==> config.mk <==
export PLATFORM = sky130hd
export DESIGN_NAME = flag_writeback_stage_flat
export DESIGN_NICKNAME = d
export VERILOG_FILES = /design/src/rtl/flag_writeback_stage_if.sv /design/src/rtl/flag_writeback_stage.sv /design/src/flat_wrapper.sv
export SDC_FILE = /design/constraint.sdc
export NUM_CORES = 1
export LEC_CHECK = 0
export ABC_AREA = 0
export CORE_ASPECT_RATIO = 1.4
export CORE_UTILIZATION = 45
export CTS_CLUSTER_SIZE = 25
export DETAILED_ROUTE_END_ITERATION = 10
export GPL_TIMING_DRIVEN = 0
export PLACE_DENSITY = 0.87
export SLEW_MARGIN = 15
export SYNTH_ARGS = -nofsm -noshare
export SYNTH_HDL_FRONTEND = slang
export SYNTH_SLANG_ARGS = --single-unit
==> constraint.sdc <==
create_clock -name clk -period 7.6 [get_ports clk]
set_clock_uncertainty 0.15 [all_clocks]
set_input_delay 1.52 -clock clk [delete_from_list [all_inputs] [get_ports clk]]
set_output_delay 1.52 -clock clk [all_outputs]
set_load 0.01 [all_outputs]
==> src/rtl/flag_writeback_stage_if.sv <==
// Bus between the ALU stage, the flag/writeback stage and the register file.
// Handshake: a transfer happens on a rising edge where valid=1 and ready=1; valid never waits on ready.
interface flag_writeback_stage_if;
  logic        in_valid;
  logic        in_ready;
  logic [15:0] in_result;
  logic        in_carry;
  logic [1:0]  in_cond;
  logic        in_wr_c;
  logic        in_wr_z;
  logic        in_rd_we;
  logic [2:0]  in_rd_addr;
  logic        flush;
  logic        out_valid;
  logic        out_ready;
  logic [15:0] out_result;
  logic [2:0]  out_rd_addr;
  logic        out_rd_we;

  modport master (
    output in_valid, in_result, in_carry, in_cond, in_wr_c, in_wr_z,
           in_rd_we, in_rd_addr, flush, out_ready,
    input  in_ready, out_valid, out_result, out_rd_addr, out_rd_we
  );

  modport slave (
    input  in_valid, in_result, in_carry, in_cond, in_wr_c, in_wr_z,
           in_rd_we, in_rd_addr, flush, out_ready,
    output in_ready, out_valid, out_result, out_rd_addr, out_rd_we
  );
endinterface

==> src/rtl/flag_writeback_stage.sv <==
// Final pipeline stage: evaluates the condition code, updates C/Z, and holds
// one writeback entry for the register file, with retire/squash statistics.
module flag_writeback_stage (
  input  logic                         clk,
  input  logic                         rst_n,
  flag_writeback_stage_if.slave        bus,
  output logic                         c_flag,
  output logic                         z_flag,
  output logic [15:0]                  retired_cnt,
  output logic [15:0]                  squashed_cnt,
  output logic                         o_dbg_state
);

  typedef enum logic {ST_EMPTY = 1'b0, ST_FULL = 1'b1} state_t;

  state_t      r_state;
  state_t      w_next_state;
  logic [15:0] r_result;
  logic [2:0]  r_rd_addr;
  logic        r_rd_we;
  logic        r_flag_upd;
  logic        r_c;
  logic        r_z;
  logic [15:0] r_retired;
  logic [15:0] r_squashed;

  logic        w_full;
  logic        w_in_ready;
  logic        w_accept;
  logic        w_pass;
  logic        w_drain;
  logic        w_retire;
  logic [1:0]  w_sq_inc;

  assign w_full     = (r_state == ST_FULL);
  assign w_in_ready = rst_n & (~w_full | bus.out_ready) & ~bus.flush;
  assign w_accept   = bus.in_valid & w_in_ready;

  // Condition is judged against the flags as they stand before this edge.
  always_comb begin
    w_pass = 1'b0;
    case (bus.in_cond)
      2'b00:   w_pass = 1'b1;
      2'b01:   w_pass = r_z;
      2'b10:   w_pass = r_c;
      default: w_pass = 1'b0;
    endcase
  end

  assign w_drain  = w_full & bus.out_ready & ~bus.flush;
  assign w_retire = w_drain & (r_rd_we | r_flag_upd);
  assign w_sq_inc = {1'b0, w_accept & ~w_pass} + {1'b0, bus.flush & w_full};

  always_comb begin
    w_next_state = r_state;
    if (bus.flush)
      w_next_state = ST_EMPTY;
    else if (w_accept)
      w_next_state = ST_FULL;
    else if (w_drain)
      w_next_state = ST_EMPTY;
  end

  always_ff @(posedge clk) begin
    if (!rst_n)
      r_state <= ST_EMPTY;
    else
      r_state <= w_next_state;
  end

  // Failed-condition entries still occupy the slot so writeback order is kept.
  always_ff @(posedge clk) begin
    if (!rst_n) begin
      r_result   <= 16'h0000;
      r_rd_addr  <= 3'd0;
      r_rd_we    <= 1'b0;
      r_flag_upd <= 1'b0;
      r_c        <= 1'b0;
      r_z        <= 1'b0;
      r_retired  <= 16'h0000;
      r_squashed <= 16'h0000;
    end else begin
      if (w_accept) begin
        r_result   <= bus.in_result;
        r_rd_addr  <= bus.in_rd_addr;
        r_rd_we    <= w_pass & bus.in_rd_we;
        r_flag_upd <= w_pass & (bus.in_wr_c | bus.in_wr_z);
        if (w_pass && bus.in_wr_c)
          r_c <= bus.in_carry;
        if (w_pass && bus.in_wr_z)
          r_z <= (bus.in_result == 16'h0000);
      end
      if (w_retire)
        r_retired <= r_retired + 16'd1;
      r_squashed <= r_squashed + {14'd0, w_sq_inc};
    end
  end

  assign bus.in_ready    = w_in_ready;
  assign bus.out_valid   = w_full;
  assign bus.out_result  = r_result;
  assign bus.out_rd_addr = r_rd_addr;
  assign bus.out_rd_we   = r_rd_we;
  assign c_flag          = r_c;
  assign z_flag          = r_z;
  assign retired_cnt     = r_retired;
  assign squashed_cnt    = r_squashed;
  assign o_dbg_state     = r_state;

endmodule
==> src/flat_wrapper.sv <==
// flat-port wrapper written by rule: the top's interface ports become plain ports
module flag_writeback_stage_flat 
  (clk, rst_n, c_flag, z_flag, retired_cnt, squashed_cnt, o_dbg_state, bus_in_valid, bus_in_result, bus_in_carry, bus_in_cond, bus_in_wr_c, bus_in_wr_z, bus_in_rd_we, bus_in_rd_addr, bus_flush, bus_out_ready, bus_in_ready, bus_out_valid, bus_out_result, bus_out_rd_addr, bus_out_rd_we);
  flag_writeback_stage_if bus_i ();
  input  logic clk;
  input  logic rst_n;
  output logic c_flag;
  output logic z_flag;
  output logic [15:0] retired_cnt;
  output logic [15:0] squashed_cnt;
  output logic o_dbg_state;
  input wire logic [$bits(bus_i.in_valid)-1:0] bus_in_valid;
  input wire logic [$bits(bus_i.in_result)-1:0] bus_in_result;
  input wire logic [$bits(bus_i.in_carry)-1:0] bus_in_carry;
  input wire logic [$bits(bus_i.in_cond)-1:0] bus_in_cond;
  input wire logic [$bits(bus_i.in_wr_c)-1:0] bus_in_wr_c;
  input wire logic [$bits(bus_i.in_wr_z)-1:0] bus_in_wr_z;
  input wire logic [$bits(bus_i.in_rd_we)-1:0] bus_in_rd_we;
  input wire logic [$bits(bus_i.in_rd_addr)-1:0] bus_in_rd_addr;
  input wire logic [$bits(bus_i.flush)-1:0] bus_flush;
  input wire logic [$bits(bus_i.out_ready)-1:0] bus_out_ready;
  output wire logic [$bits(bus_i.in_ready)-1:0] bus_in_ready;
  output wire logic [$bits(bus_i.out_valid)-1:0] bus_out_valid;
  output wire logic [$bits(bus_i.out_result)-1:0] bus_out_result;
  output wire logic [$bits(bus_i.out_rd_addr)-1:0] bus_out_rd_addr;
  output wire logic [$bits(bus_i.out_rd_we)-1:0] bus_out_rd_we;
  assign bus_i.in_valid = bus_in_valid;
  assign bus_i.in_result = bus_in_result;
  assign bus_i.in_carry = bus_in_carry;
  assign bus_i.in_cond = bus_in_cond;
  assign bus_i.in_wr_c = bus_in_wr_c;
  assign bus_i.in_wr_z = bus_in_wr_z;
  assign bus_i.in_rd_we = bus_in_rd_we;
  assign bus_i.in_rd_addr = bus_in_rd_addr;
  assign bus_i.flush = bus_flush;
  assign bus_i.out_ready = bus_out_ready;
  assign bus_in_ready = bus_i.in_ready;
  assign bus_out_valid = bus_i.out_valid;
  assign bus_out_result = bus_i.out_result;
  assign bus_out_rd_addr = bus_i.out_rd_addr;
  assign bus_out_rd_we = bus_i.out_rd_we;
  flag_writeback_stage u_core (.clk(clk), .rst_n(rst_n), .bus(bus_i), .c_flag(c_flag), .z_flag(z_flag), .retired_cnt(retired_cnt), .squashed_cnt(squashed_cnt), .o_dbg_state(o_dbg_state));
endmodule
==> After elaboration in Yosys (flattened, before gate mapping) <==
Index checks and enable logic that the tools add are counted.
{ "word_totals": {"regBits": 56, "inputBits": 30} }
{ "op_classes": {"reduce_logical": 8, "bitwise": 17, "mux": 3, "n_eq_ne": 2, "addsub": 3} }
{ "op_table": {"columns": ["operator", "count"], "rows": [
  ["16-bit by 1-bit adder with 16-bit output, second input constant", 1],
  ["16-bit by 2-bit adder with 16-bit output", 1],
  ["16-bit logical NOT", 1],
  ["1-bit bitwise AND", 10],
  ["1-bit NOT", 4],
  ["2-bit AND reduction", 2],
  ["1-bit bitwise OR", 3],
  ["1-bit case mux with 3 select lines", 1],
  ["1-bit by 1-bit adder with 2-bit output", 1],
  ["2-bit by 1-bit == test with 1-bit output, second input constant", 1],
  ["2-bit == test, second input constant", 1],
  ["1-bit logical AND", 2],
  ["2-bit logical NOT", 1],
  ["1-bit 2-to-1 mux", 2],
  ["2-bit nonzero test", 1],
  ["2-bit OR reduction", 1]
]} }

==> Longest topological paths before layout <==
{ "depth": {"depth_word": 8, "mapped_depth": 11} }

==> Worst setup path after synthesis <==
Ideal clock, no wire load.
{ "synth_path": {"kind": "input to register", "startpoint": "input port rst_n", "endpoint": "register u_core.r_squashed[12] (netlist: u_core.squashed_cnt[12])", "required_time_ns": 7.322, "path_buffers": 1, "path_slack_ns": 3.717, "setup_time_ns": 0.128, "t_arrival_ns": 3.606, "path_stages": 11, "path_cell_list": "buf_2 nor2b_1 nand3_1 or2_2 fa_1 inv_1 ha_1 nand3_1 nor4_1 xnor2_1 nor2_1"} }
{ "synth_between": {"elab_chain_cells": 6} }
{ "synth_lines": {"columns": ["element", "line", "source"], "rows": [
  ["from (decl)", "flat_wrapper.sv:6", "input logic rst_n;"],
  ["1-bit bitwise AND (2 in a row)", "flag_writeback_stage.sv:36", "assign w_in_ready = rst_n & (~w_full | bus.out_ready) & ~bus.flush;"],
  ["1-bit bitwise AND", "flag_writeback_stage.sv:37", "assign w_accept = bus.in_valid & w_in_ready;"],
  ["1-bit bitwise AND", "flag_writeback_stage.sv:52", "assign w_sq_inc = {1'b0, w_accept & ~w_pass} + {1'b0, bus.flush & w_full};"],
  ["1-bit by 1-bit adder with 2-bit output", "flag_writeback_stage.sv:52", null],
  ["16-bit by 2-bit adder with 16-bit output", "flag_writeback_stage.sv:95", "r_squashed <= r_squashed + {14'd0, w_sq_inc};"],
  ["to (signal assigned)", "flag_writeback_stage.sv:95", null],
  ["to (decl)", "flag_writeback_stage.sv:25", "logic [15:0] r_squashed;"]
]} }
Parallel ways exist; a longest one is shown, timed or not.
A chain may end at the register's enable or synchronous reset.

==> Worst setup path in the final report <==
{ "layout_path": {"startpoint": "input port bus_flush", "endpoint": "output port bus_in_ready"} }
{ "layout_between": {"elab_chain_cells": 2} }
{ "layout_lines": {"columns": ["element", "line", "source"], "rows": [
  ["from (decl)", "flat_wrapper.sv:20", "input wire logic [$bits(bus_i.flush)-1:0] bus_flush;"],
  ["1-bit NOT", "flag_writeback_stage.sv:36", null],
  ["1-bit bitwise AND", "flag_writeback_stage.sv:36", null],
  ["to (decl)", "flat_wrapper.sv:22", "output wire logic [$bits(bus_i.in_ready)-1:0] bus_in_ready;"]
]} }
No other way between the ends.

==> results_dict.tcl <==
set metrics [dict create \
    antenna_found_initial 0 \
    antenna_cells 0 \
    postSynthAreaPerCell_sq_um 8.268 \
    setup_viol 0 \
    synthXorXnorAreaFrac 0.07280 \
    tns_ps 0 \
    grt_max_degree 18 \
    area_growth_pct 43.84 \
    timing.fmax_ghz 0.2180 \
    rows 31 \
    clock_latency_ps 310 \
    cp-start-kind "primary input" \
    yosys_register_bits 56 \
    portBuffers 85 \
    cts_max_path_buffers 2 \
    path_clk_slew_ps 90 \
    yosys.area_share.simple 0.2860 \
    hold_start "u_core.bus.out_result[11]" \
    rsz0062_at_grt "false" \
    p_sw_frac 0.2222 \
    internal_power_mw 0.4325 \
    hpwlAfterDp_um 4540 \
    whs_path_depth 2 \
    endpoint_kind "output pin" \
    combPwrFrac 0.088 \
    cts_hold_buf 0 \
    routedWlPerCell_um 13.22 \
    vias 2317 \
    numCtsBuffers 5 \
    switchingPower_mw 0.1235 \
    grt.overflow.total 0 \
    yosysUniqueCellTypes 41 \
    worst_pin_slew_ps 512.7 \
    r2r-start "u_core.bus.out_valid" \
    yosysSeqAreaShare 0.4659 \
    rr_worst_depth 10 \
    dieArea_sq_um 5648 \
    drc_errors 0 \
    worst_ir_drop_vdd_mv 0.1110 \
    arrival_ps 2920 \
    ioPinCount 87 \
    worst_ep_required_time_ps 5930 \
    nets 416 \
    min_period_ps 4586 \
    drive_above_1_share 0.05469 \
    cts.repair.resized 0 \
    p_total_mw 0.5560 \
    synth_top_family_by_area "simple AND/OR/NAND/NOR gates" \
    grt_pass1_wl_um 9163 \
    hold_violations 0 \
    wl_um 5947 \
    h-tree-depth 2 \
    place_congestion 0.8010 \
    maxCapViolCount 0 \
    final_max_slew_viol_count 0 \
    syn-num-nets 324 \
    cts_tree "done" \
    die_w_um 63.80 \
    post_synth_fa_ha_maj_area_fraction 0.01872 \
    synth_compound_area_frac 0.1019 \
    leakage_nw 1.138 \
    grt_pass1_vias 2044 \
    drt-vias-per-instance 5.149 \
    synthCells 291 \
    critical_path_class "primary input to output pin" \
    drt_iter0_drc 89 \
    core_sq_um 5159 \
    n_fill_cell 443 \
    hp-class "flip-flop to flip-flop" \
    p_per_area_nw_per_um2 160.7 \
    die_y_um 88.52 \
    drtAntennaViolNets 0 \
    postCtsSetupRepairBufs 0 \
    finalCritPeriodShare 0.6034 \
    dr.pass1.iters 5 \
    ctsRootBufferMaster "clkbuf_8" \
    synthMuxAreaShare 0.01248 \
    initial_core_util 0.4664 \
    run_status "finished clean" \
    relSlewSlack 0.6582 \
    clock-sinks 56 \
    seqPwrFrac 0.541 \
    track_usage 0.2102 \
    mappedNetlistArea_sq_um 2406 \
    yosysWarnings 0 \
    path_max_fanout 7 \
    pwr-share-clk 0.371 \
    worstSetupStartpoint "bus_flush" \
]
[power by group through the flow]
stage	Sequential, mW	Clock, mW	Combinational [mW]
floorplan	0.309	0	0.0158
global placement	0.307	0	0.0485
detailed placement	0.307	0	0.0492
CTS	0.301	0.211	0.0496
global route	0.301	0.219	0.0535
finish	0.301	0.206	0.0490
[kinds of logic after synthesis]
kind of cell | after synthesis
muxes | 3
adders and majority gates | 3
xor gates and xnor gates | 20
buffers and inverters | 23
and+or+nand+nor | 143
DFF | 56
AOI/OAI and AO/OA | 43
[worst max-delay path: stages]
cell and delay [ps]:
clkdlybuf4s50_1 530, nand2b_1 210, nor2_1 110, clkdlybuf4s50_1 540
[worst paths after layout]
kind                               endpoint  slack (ps)
setup / recovery               bus_in_ready        3010
hold / removal    u_core.bus.out_result[11]         310
setup reg to reg    u_core.squashed_cnt[14]        4730
hold reg to reg   u_core.bus.out_result[11]         310
[layout make-up]
cell class / instances / area, sq um / area share
Sequential cell: 56 / 1121 / 0.3239
Timing Repair Buffer: 85 / 850.8 / 0.2458
Clock inverter: 2 / 38.79 / 0.01121
Tap cell: 66 / 82.58 / 0.02386
Buffer: 13 / 63.81 / 0.01844
Clock buffer: 6 / 82.58 / 0.02386
Multi-Input combinational cell: 212 / 1184 / 0.3420
Inverter: 10 / 37.54 / 0.01085
[placed cells by master (no fill, tap or decap), types with 2 or more instances in the layout]
cell type,n
a21oi_1,29
nand3_1,10
nand2_1,53
nand4_1,4
ha_1,2
inv_1,9
or2_2,3
nand2b_1,5
o21ai_0,4
nor2_1,28
nand4b_1,2
clkbuf_1,8
o211ai_1,2
nor4_1,11
xnor2_1,18
buf_2,3
or3_1,2
clkbuf_8,6
o31ai_1,3
or4_1,3
clkdlybuf4s50_1,85
nor3_1,11
dfxtp_1,56
mux2i_1,3
nor2b_1,3
xor2_1,2
[cells in the mapped netlist, drive strengths merged]
library cell | number | share of area
dfxtp | 56 | 0.47
nand2 | 53 | 0.083
a21oi | 29 | 0.060
nor2 | 28 | 0.044
xnor2 | 18 | 0.066
nor3 | 11 | 0.023
nor4 | 11 | 0.029
inv | 10 | 0.016
nand3 | 10 | 0.021
clkbuf | 8 | 0.012
buf | 5 | 0.014
nand2b | 5 | 0.013
nand4 | 5 | 0.016
o21ai | 4 | 0.0083
or2 | 4 | 0.010
mux2i | 3 | 0.012
nor2b | 3 | 0.0078
o31ai | 3 | 0.0094
or3 | 3 | 0.0083
or4 | 3 | 0.0094
ha | 2 | 0.010
nand4b | 2 | 0.0073
o211ai | 2 | 0.0062
xor2 | 2 | 0.0073
a31o | 1 | 0.0036
a31oi | 1 | 0.0026
a41o | 1 | 0.0042
and2 | 1 | 0.0026
and3 | 1 | 0.0026
and4 | 1 | 0.0036
fa | 1 | 0.0083
nand3b | 1 | 0.0031
nor4b | 1 | 0.0036
o21a | 1 | 0.0031
o31a | 1 | 0.0042
[routing by layer]
metal  vias to the layer above  GRT usage  share of wire
met5                         -          0              0
met4                         0    0.09298          0.021
met3                        12    0.04768          0.044
met2                        61     0.3878           0.54
met1                      1073     0.2281           0.40
li1                       1171          -              -
[sequential cells by signal, indices dropped and copies added (netlist names)]
name,cells
u_core.r_flag_upd,1
u_core.bus.out_rd_addr,3
u_core.z_flag,1
u_core.squashed_cnt,16
u_core.bus.out_rd_we,1
u_core.retired_cnt,16
u_core.bus.out_valid,1
u_core.c_flag,1
u_core.bus.out_result,16
[per-stage QoR]
step | setup WS [ps] | cells | cell area, sq um | util | hold WS, ps
finish | 3014 | 450 | 3461 | 0.6709 | 306.7
global route | 2957 | 450 | 3461 | 0.6709 | 324.1
detailed placement | 3025 | 442 | 3339 | 0.6473 | 296.3
floorplan | 3717 | 291 | 2406 | - | 304.1
CTS | 3016 | 450 | 3461 | 0.6709 | 310.3
global placement | 3023 | 442 | 3339 | 0.6473 | 291.6
No activity file was read; power rests on OpenSTA's default activity.
